File: config.mk
export PLATFORM = sky130hd
export DESIGN_NAME = clk_en_synth
export DESIGN_NICKNAME = d
export VERILOG_FILES = /design/src/rtl/clk_en_pkg.sv /design/src/rtl/clk_en_acc.sv /design/src/rtl/clk_en_synth.sv
export SDC_FILE = /design/constraint.sdc
export NUM_CORES = 1
export LEC_CHECK = 0
export BUFFER_PORTS_ARGS = -buffer_cell sky130_fd_sc_hd__clkbuf_2
export CAP_MARGIN = 20
export CORE_MARGIN = 5
export CORE_UTILIZATION = 50
export DETAILED_ROUTE_END_ITERATION = 12
export HOLD_SLACK_MARGIN = 0.1
export PLACE_DENSITY = 0.77
export SLEW_MARGIN = 40
export SYNTH_ARGS = -nofsm -noshare
export SYNTH_HDL_FRONTEND = slang
export SYNTH_HIERARCHICAL = 1
export SYNTH_SLANG_ARGS = --single-unit
File: constraint.sdc
create_clock -name CLK_IN1 -period 4.8 [get_ports CLK_IN1]
set_clock_uncertainty 0.2 [all_clocks]
set_input_delay 0.96 -clock CLK_IN1 [delete_from_list [all_inputs] [get_ports CLK_IN1]]
set_output_delay 0.96 -clock CLK_IN1 [all_outputs]
set_load 0.005 [all_outputs]
File: src/rtl/clk_en_pkg.sv
// rtl/clk_en_pkg.sv - shared state encodings, STATUS bit indices and default widths for clk_en_synth
//
// Purpose : common definitions for the clock-enable synthesiser and its
//           per-channel accumulator.
// Contents: state_t (SETTLE/RUN/APPLY), STATUS field indices, DEF_ACC_W.
package clk_en_pkg;

    localparam int DEF_ACC_W = 16;

    typedef enum logic [1:0] {
        ST_SETTLE = 2'd0,
        ST_RUN    = 2'd1,
        ST_APPLY  = 2'd2
    } state_t;

    localparam int STAT_STATE_LSB = 0;
    localparam int STAT_STATE_MSB = 1;
    localparam int STAT_CFG_ERR   = 2;
    localparam int STAT_RSVD      = 3;

endpackage

File: src/rtl/clk_en_acc.sv
// rtl/clk_en_acc.sv - one fractional-rate enable channel (MULT/DIV phase accumulator)
//
// Purpose : holds one channel's MULT/DIV ratio and accumulator; emits a
//           registered enable strobe at average rate MULT/DIV while run=1.
// Ports   : clk, reset (sync, active-high)
//           clear - zero the accumulator and enable
//           run   - advance the accumulator this cycle
//           load  - capture mult/div as the new ratio
//           mult, div - new ratio values (used with load)
//           en    - registered enable strobe
module clk_en_acc
    import clk_en_pkg::*;
#(
    parameter int               ACC_W    = DEF_ACC_W,
    parameter logic [ACC_W-1:0] DEF_MULT = 1,
    parameter logic [ACC_W-1:0] DEF_DIV  = 1
) (
    input  logic             clk,
    input  logic             reset,
    input  logic             clear,
    input  logic             run,
    input  logic             load,
    input  logic [ACC_W-1:0] mult,
    input  logic [ACC_W-1:0] div,
    output logic             en
);

    logic [ACC_W-1:0] mult_q, mult_d;
    logic [ACC_W-1:0] div_q,  div_d;
    logic [ACC_W-1:0] acc_q,  acc_d;
    logic             en_q,   en_d;
    logic [ACC_W:0]   sum;

    always_comb begin
        mult_d = mult_q;
        div_d  = div_q;
        acc_d  = acc_q;
        en_d   = 1'b0;
        // One extra bit so acc + MULT never wraps, even at MULT = DIV = all ones.
        sum    = {1'b0, acc_q} + {1'b0, mult_q};

        if (load) begin
            mult_d = mult;
            div_d  = div;
        end

        if (clear) begin
            acc_d = '0;
        end else if (run) begin
            if (sum >= {1'b0, div_q}) begin
                // acc < DIV and MULT <= DIV keep the remainder below DIV,
                // so it always fits back into ACC_W bits.
                acc_d = ACC_W'(sum - {1'b0, div_q});
                en_d  = 1'b1;
            end else begin
                acc_d = sum[ACC_W-1:0];
            end
        end
    end

    always_ff @(posedge clk) begin
        if (reset) begin
            mult_q <= DEF_MULT;
            div_q  <= DEF_DIV;
            acc_q  <= '0;
            en_q   <= 1'b0;
        end else begin
            mult_q <= mult_d;
            div_q  <= div_d;
            acc_q  <= acc_d;
            en_q   <= en_d;
        end
    end

    assign en = en_q;

endmodule

File: src/rtl/clk_en_synth.sv
// rtl/clk_en_synth.sv - fractional-rate clock-enable synthesiser with lock and runtime reconfiguration
//
// Purpose : derives NUM_CH enable strobes at MULT/DIV of CLK_IN1, signals
//           LOCKED after a settle period, and re-settles all channels
//           phase-aligned whenever a channel is reconfigured.
// Ports   : CLK_IN1   system clock
//           RESET     synchronous active-high reset
//           cfg_wr / cfg_ch / cfg_mult / cfg_div   config write (taken when cfg_ready)
//           cfg_ready config port can accept (low only while applying)
//           en_o      per-channel registered enable strobes
//           LOCKED    strobes valid and phase-aligned
//           STATUS    [1:0] state, [2] sticky cfg_err, [3] zero
module clk_en_synth
    import clk_en_pkg::*;
#(
    parameter int                      NUM_CH      = 3,
    parameter int                      ACC_W       = DEF_ACC_W,
    parameter int                      LOCK_CYCLES = 16,
    parameter logic [NUM_CH*ACC_W-1:0] DEF_MULT    = {16'd1, 16'd4, 16'd1},
    parameter logic [NUM_CH*ACC_W-1:0] DEF_DIV     = {16'd4, 16'd10, 16'd1}
) (
    input  logic              CLK_IN1,
    input  logic              RESET,
    input  logic              cfg_wr,
    input  logic [2:0]        cfg_ch,
    input  logic [ACC_W-1:0]  cfg_mult,
    input  logic [ACC_W-1:0]  cfg_div,
    output logic              cfg_ready,
    output logic [NUM_CH-1:0] en_o,
    output logic              LOCKED,
    output logic [3:0]        STATUS
);

    localparam int CNT_W = (LOCK_CYCLES > 1) ? $clog2(LOCK_CYCLES) : 1;
    localparam logic [CNT_W-1:0] CNT_LAST = CNT_W'(LOCK_CYCLES - 1);

    state_t           state_q, state_d;
    logic [CNT_W-1:0] cnt_q,   cnt_d;
    logic             locked_q, locked_d;
    logic             cfg_err_q, cfg_err_d;

    logic             wr_take;
    logic             cfg_valid;
    logic             wr_ok;
    logic             wr_bad;
    logic             run;
    logic [3:0]       status;

    // ------------------------------------------------------------------
    // Config validation
    // ------------------------------------------------------------------
    always_comb begin
        wr_take   = cfg_wr && cfg_ready;
        cfg_valid = ({1'b0, cfg_ch} < 4'(NUM_CH)) &&
                    (cfg_div != '0) &&
                    (cfg_mult <= cfg_div);
        wr_ok     = wr_take && cfg_valid;
        wr_bad    = wr_take && !cfg_valid;
    end

    // ------------------------------------------------------------------
    // FSM: state register
    // ------------------------------------------------------------------
    always_ff @(posedge CLK_IN1) begin
        if (RESET) begin
            state_q   <= ST_SETTLE;
            cnt_q     <= '0;
            locked_q  <= 1'b0;
            cfg_err_q <= 1'b0;
        end else begin
            state_q   <= state_d;
            cnt_q     <= cnt_d;
            locked_q  <= locked_d;
            cfg_err_q <= cfg_err_d;
        end
    end

    // ------------------------------------------------------------------
    // FSM: next state
    // ------------------------------------------------------------------
    always_comb begin
        state_d   = state_q;
        cnt_d     = '0;
        cfg_err_d = cfg_err_q | wr_bad;

        case (state_q)
            ST_SETTLE: begin
                // A new config restarts settling via APPLY, even on the
                // cycle that would otherwise have locked.
                if (wr_ok) begin
                    state_d = ST_APPLY;
                end else if (cnt_q == CNT_LAST) begin
                    state_d = ST_RUN;
                end else begin
                    cnt_d = cnt_q + 1'b1;
                end
            end
            ST_RUN: begin
                if (wr_ok) begin
                    state_d = ST_APPLY;
                end
            end
            ST_APPLY: begin
                state_d = ST_SETTLE;
            end
            default: begin
                state_d = ST_SETTLE;
            end
        endcase

        locked_d = (state_d == ST_RUN);
    end

    // ------------------------------------------------------------------
    // FSM: outputs
    // ------------------------------------------------------------------
    always_comb begin
        cfg_ready = (state_q != ST_APPLY);
        run       = (state_q == ST_RUN);

        status                                = '0;
        status[STAT_STATE_MSB:STAT_STATE_LSB] = state_q;
        status[STAT_CFG_ERR]                  = cfg_err_q;
        status[STAT_RSVD]                     = 1'b0;
    end

    assign LOCKED = locked_q;
    assign STATUS = status;

    // ------------------------------------------------------------------
    // Channels: every valid write clears all accumulators so the channels
    // restart phase-aligned; only the addressed one takes the new ratio.
    // ------------------------------------------------------------------
    for (genvar i = 0; i < NUM_CH; i++) begin : g_ch
        logic load;

        assign load = wr_ok && (cfg_ch == 3'(i));

        clk_en_acc #(
            .ACC_W    (ACC_W),
            .DEF_MULT (DEF_MULT[i*ACC_W +: ACC_W]),
            .DEF_DIV  (DEF_DIV[i*ACC_W +: ACC_W])
        ) u_acc (
            .clk   (CLK_IN1),
            .reset (RESET),
            .clear (wr_ok),
            .run   (run),
            .load  (load),
            .mult  (cfg_mult),
            .div   (cfg_div),
            .en    (en_o[i])
        );
    end

endmodule

# == Word-level counts from Yosys, hierarchy flattened ==
# Cells that the tools add are included.
# word_totals
out_inout_bits,9
wordCells,62
input_bits,38
ff_bits,155
# op_classes
n_lt_le_gt_ge,5
eq_ne,6
bitwise,3
n_reduce_logical,15
mux,10
n_addsub,7
# op_table
op,n
$add A16 B16 Y17,3
$ge A17 B16 Y1,3
$mux W16,3
$sub A16 B16 Y16,3
$le A16 B16 Y1,1
$reduce_bool A16 Y1,1
$logic_and A1 B1 Y1,8
$mux W2,3
$add A4 B1 Y4 const B,1
$eq A2 B1 Y1 const B,2
$eq A4 B4 Y1 const B,1
$pmux W2 S2,1
$reduce_or A4 Y1,1
$eq A3 B1 Y1 const B,1
$eq A3 B2 Y1 const B,1
$logic_not A3 Y1,1
$lt A3 B2 Y1 const B,1
$mux W1,3
$reduce_or A3 Y1,1
$logic_not A2 Y1,1
$ne A2 B2 Y1 const B,1
$not A1 Y1,2
$reduce_or A2 Y1,1
$logic_not A1 Y1,1
$or A1 B1 Y1,1

# == Logic depth before layout (Yosys ltp) ==
# depth
depth_word,7
mapped_depth,18
mapped_depth_nobuf,17

# == Cells and area by module ==
# The synthesis kept the hierarchy.
# modules_own_cells
mod,cells_per_inst,instances,area_each_um2
clk_en_acc (g_ch[2].u_acc),403,1,3485.8
clk_en_acc (g_ch[1].u_acc),403,1,3483.3
clk_en_acc (g_ch[0].u_acc),392,1,3367.0
clk_en_synth,98,1,822.0

# == Least setup slack after synthesis ==
# No wires, ideal clock.
# synth_timing
path_kind,reg-to-reg
start,reg g_ch[0].u_acc.mult_q[0]
end,reg g_ch[0].u_acc.acc_q[9]
setup_time_ps,132
n_path_buf,1
period_less_slack_ps,4125
required_ps,4468
path_stages_with_launch,17
path_slack_ps,675
arrival_ps,3794
cell_sequence,dfxtp_1 ha_1 fa_1 a21o_1 a221oi_2 o21bai_1 a21oi_1 xnor2_1 ha_1 a2111oi_0 nand3_1 a41o_1 a311oi_2 buf_6 a221oi_1 a21oi_1 a211oi_2
# synth_between
elab_chain_cells,3
# synth_lines
item,line,text
start: declaration,clk_en_acc.sv:28,"logic [ACC_W-1:0] mult_q, mult_d;"
start signal: assignment,clk_en_acc.sv:68,mult_q <= mult_d;
$add A16 B16 Y17 *,clk_en_acc.sv:40,"sum = {1'b0, acc_q} + {1'b0, mult_q};"
$sub A16 B16 Y16 or $ge A17 B16 Y1 (tied branches),"clk_en_acc.sv:53, clk_en_acc.sv:50",
$mux W16 *,clk_en_acc.sv:50,"if (sum >= {1'b0, div_q}) begin"
end signal: assignment,clk_en_acc.sv:65,acc_q <= '0;
end signal: assignment,clk_en_acc.sv:70,acc_q <= acc_d;
end: declaration,clk_en_acc.sv:30,"logic [ACC_W-1:0] acc_q, acc_d;"
# Mark *: on every way between the ends. The rest lies on a longest branch, timed or not.
# A chain may end at the register's enable or synchronous reset.

# == Worst setup path after layout ==
# Ends and elaborated chain as after synthesis.

==> run_results.csv <==
group,metric,value,unit
run_status,status,"finished, final reports clean",
detailed_routing,drc_errors,0,
clocking,root_buffer,"clkbuf_16",
yosys,ys_seq_area_frac,0.278,
timing,tns,0,ps
detailed_routing,vias,9650,
placement,placed_cells,1592,
yosys,synth_compound_area_frac,0.205,
critical_path,r2r_start,"g_ch[0].u_acc/mult_q[0]",
clocking,holdBufCountCts,0,
detailed_routing,firstDrtPassIters,6,
hold_path,min_to,"cnt_q[0]",
hold_path,holdCritStartpoint,"cnt_q[0]",
critical_path,start_kind,"flip-flop",
global_routing,antenna_found_initial,0,
global_routing,grt_use_met1,0.293,
pwr,p_per_area,254,nW/um^2
detailed_routing,antenna_left,0,
layout,final-seq-area,3100,um^2
layout,synthToLayoutAreaGrowth,10.4,%
placement,gp_congestion,0.909,
layout,fill_cells,1933,
clocking,htree_levels,4,
timing,rsz0062_at_grt,"false",
die,initial_core_util,0.510,
yosys,yosysMostFrequentCell,"dfxtp_1",
layout,diodes,0,
global_routing,busiest_layer,"met2",
yosys,synth_mux_area_frac,0.112,
timing,maxSlewViolCount,0,
yosys,yosys.area.top_type,"dfxtp_1",
pwr,ir_drop,0.000251,V
placement,place_hpwl,22100,um
yosys,netlist_top_cells_area,"dfxtp_1 28%, ha_1 13%, mux2i_1 11%",
yosys,synth_cells,1296,
layout,final_util,0.563,
layout,drive_gt1_frac,0.123,
die,die_area,25400,um^2
hold_path,hold_class,"reg -> reg",
pwr,power_leakage,5.39,nW
clocking,cts_tree,"yes",
clocking,clkSlewWorstSetupHoldPaths,60,ps
yosys,synth-simple-area-share,0.155,
critical_path,crit_arrival,4640,ps
critical_path,worstSetupPathType,"reg -> reg",
yosys,async_flop_share,0,
placement,portBuffers,45,
detailed_routing,viasPerCell,5.94,
die,ios,47,
yosys,synth_edf_count,0,
global_routing,use_met3,0.0419,
global_routing,overflow,0,
yosys,yosysTopAreaCellShare,0.278,
timing,worst_pin_slew,801,ps
clocking,clock_sinks,155,
detailed_routing,wl_per_cell,17.8,um
global_routing,grt_usage,0.223,
yosys,synth_xor_area_frac,0.0549,
die,die_y,159,um
clocking,clkLatencyLatePin,430,ps
pwr,finalPower,0.00313,W
clocking,cts.path.max_buffers,2,
timing,finalCritPeriodShare,0.946,
clocking,numCtsBuffers,17,
timing,finalSetupViolCount,0,
yosys,synthDistinctLibCells,79,
critical_path,path_max_fanout,24,
critical_path,cpPeakStageDelay,430,ps
global_routing,use_met2,0.360,
layout,multi_input_area,7480,um^2
yosys,synth_top_family_by_area,"compound AO/OA/AOI/OAI gates",
die,core,21900,um^2
global_routing,grt_max_degree,52,
critical_path,cp-end-kind,"flip-flop",
critical_path,r2r_cells,19,
hold_path,min_path_cells,1,
detailed_routing,wl,29000,um
layout,nets,1490,
yosys,synthAdderAreaFrac,0.137,
critical_path,timing.rr.end,"g_ch[0].u_acc/acc_q[9]",
critical_path,critPathSlowestCell,"a311oi_4",
yosys,syn-cell-area,11200,um^2
timing,fmax,220,MHz
yosys,syn_area_per_cell,8.61,um^2
yosys,ys.flop_type,"dfxtp_1",
global_routing,grt_pass1_wl,46800,um
layout,final_cells,1625,
timing,min_period,4540,ps
die,placementRows,54,
timing,slew_headroom,0.464,
critical_path,r2r_setup_slack,260,ps
timing,hold_viol_final,0,
yosys,synth_nets,1453,
critical_path,cp.required,4900,ps
detailed_routing,drt_iter0_markers,705,
yosys,ys_ff_latch,155,
yosys,synth_commonest_cells,"155 x dfxtp_1, 145 x nor2_1, 122 x mux2i_1",
die,die_x,159,um
global_routing,grt_pass1_vias,9312,
yosys,yosysWarnings,6,
run,drv_cap,0,
critical_path,path_cells,"ha_1 -> fa_1 -> a21o_1 -> a221oi_2 -> buf_4 -> o2bb2ai_2 -> o21a_1 -> nor2_1 -> xnor2_1 -> ha_1 -> a21oi_1 -> o21ai_0 -> a21o_1 -> a41o_1 -> a311oi_4 -> buf_12 -> a221oi_1 -> a21oi_1 -> a211oi_2",
-- worst max-delay path by stage --
| stage | from | end | slack (ps) | cells past startpoint |
|---|---|---|---|---|
| final | g_ch[0].u_acc/mult_q[0] | g_ch[0].u_acc/acc_q[9] | 260 | 19 |
| after global routing | g_ch[1].u_acc/acc_q[1] | g_ch[1].u_acc/acc_q[9] | 20 | 15 |
| after CTS | g_ch[0].u_acc/mult_q[0] | g_ch[0].u_acc/acc_q[9] | 260 | 19 |
| after detailed placement | g_ch[1].u_acc/mult_q[0] | g_ch[1].u_acc/acc_q[9] | 310 | 16 |
| after global placement | g_ch[1].u_acc/mult_q[0] | g_ch[1].u_acc/acc_q[12] | 360 | 16 |
| after floorplan | g_ch[0].u_acc/mult_q[0] | g_ch[0].u_acc/acc_q[9] | 670 | 16 |
-- stage by stage --
stage | hold slack [ps] | area (um^2) | setup WS (ps)
after floorplan | 229 | 11200 | 675
after global placement | 247 | 11700 | 359
after detailed placement | 254 | 11700 | 305
after CTS | 263 | 12300 | 257
after global routing | 286 | 12300 | 19.7
final | 261 | 12300 | 260
-- kinds of logic after synthesis --
kind of cell	after synthesis
other	1
AO/OA/AOI/OAI	345
buffers and inverters	142
AND/OR/NAND/NOR	340
XOR/XNOR	70
multiplexers	124
adder cells (fa/ha/maj)	119
flip-flops	155
-- layout by cell type (no fill, tap or decap), types with 38 or more instances in the layout --
| cell | instances |
|---|---|
| dfxtp_1 | 155 |
| nor2_1 | 144 |
| mux2i_1 | 122 |
| ha_1 | 113 |
| inv_1 | 94 |
| a21oi_1 | 89 |
| o21ai_0 | 76 |
| nand2_1 | 44 |
| clkbuf_2 | 44 |
| xnor2_1 | 38 |
-- layer usage --
layer  vias up  wire [um]
met5         -          0
met2       275      13200
li1       4745          -
met3        64       1430
met1      4566      13300
met4         0       1040
-- registers in the layout, summed over array words and instances, names as in the netlist --
name               count
LOCKED                 1
g_ch.u_acc/mult_q     48
g_ch.u_acc/acc_q      48
g_ch.u_acc/div_q      48
cnt_q                  4
cfg_err_q              1
state_q                2
g_ch.u_acc/en          3
-- power by group --
part           switching (W)  internal [W]  total, W
registers         0.00000961       0.00130   0.00131
clock network       0.000538      0.000750   0.00129
logic               0.000304      0.000223  0.000527
total               0.000852       0.00228   0.00313
-- final cells by class --
cell class,count,share of cell area
tap,280,0.0284
clock inverter,10,0.00751
multi-input combinational,999,0.607
sequential,155,0.252
clock buffer,21,0.0382
timing repair buffer,66,0.0382
inverter,94,0.0286
-- timing repair --
action,in CTS,in global routing
hold endpoints to repair,0,0
gates resized for setup,0,3
setup endpoints to repair,0,18
setup buffers,0,2
-- worst max-delay path, delay by kind of cell, from the launching register on --
| family | cells | cell delay (ps) |
|---|---|---|
| AOI/OAI and AO/OA | 12 | 2240 |
| xor gates and xnor gates | 1 | 160 |
| adders and majority gates | 3 | 970 |
| buffers and inverters | 2 | 420 |
| DFF | 1 | 310 |
| and+or+nand+nor | 1 | 110 |
No activity file was read; power rests on OpenSTA's default activity.
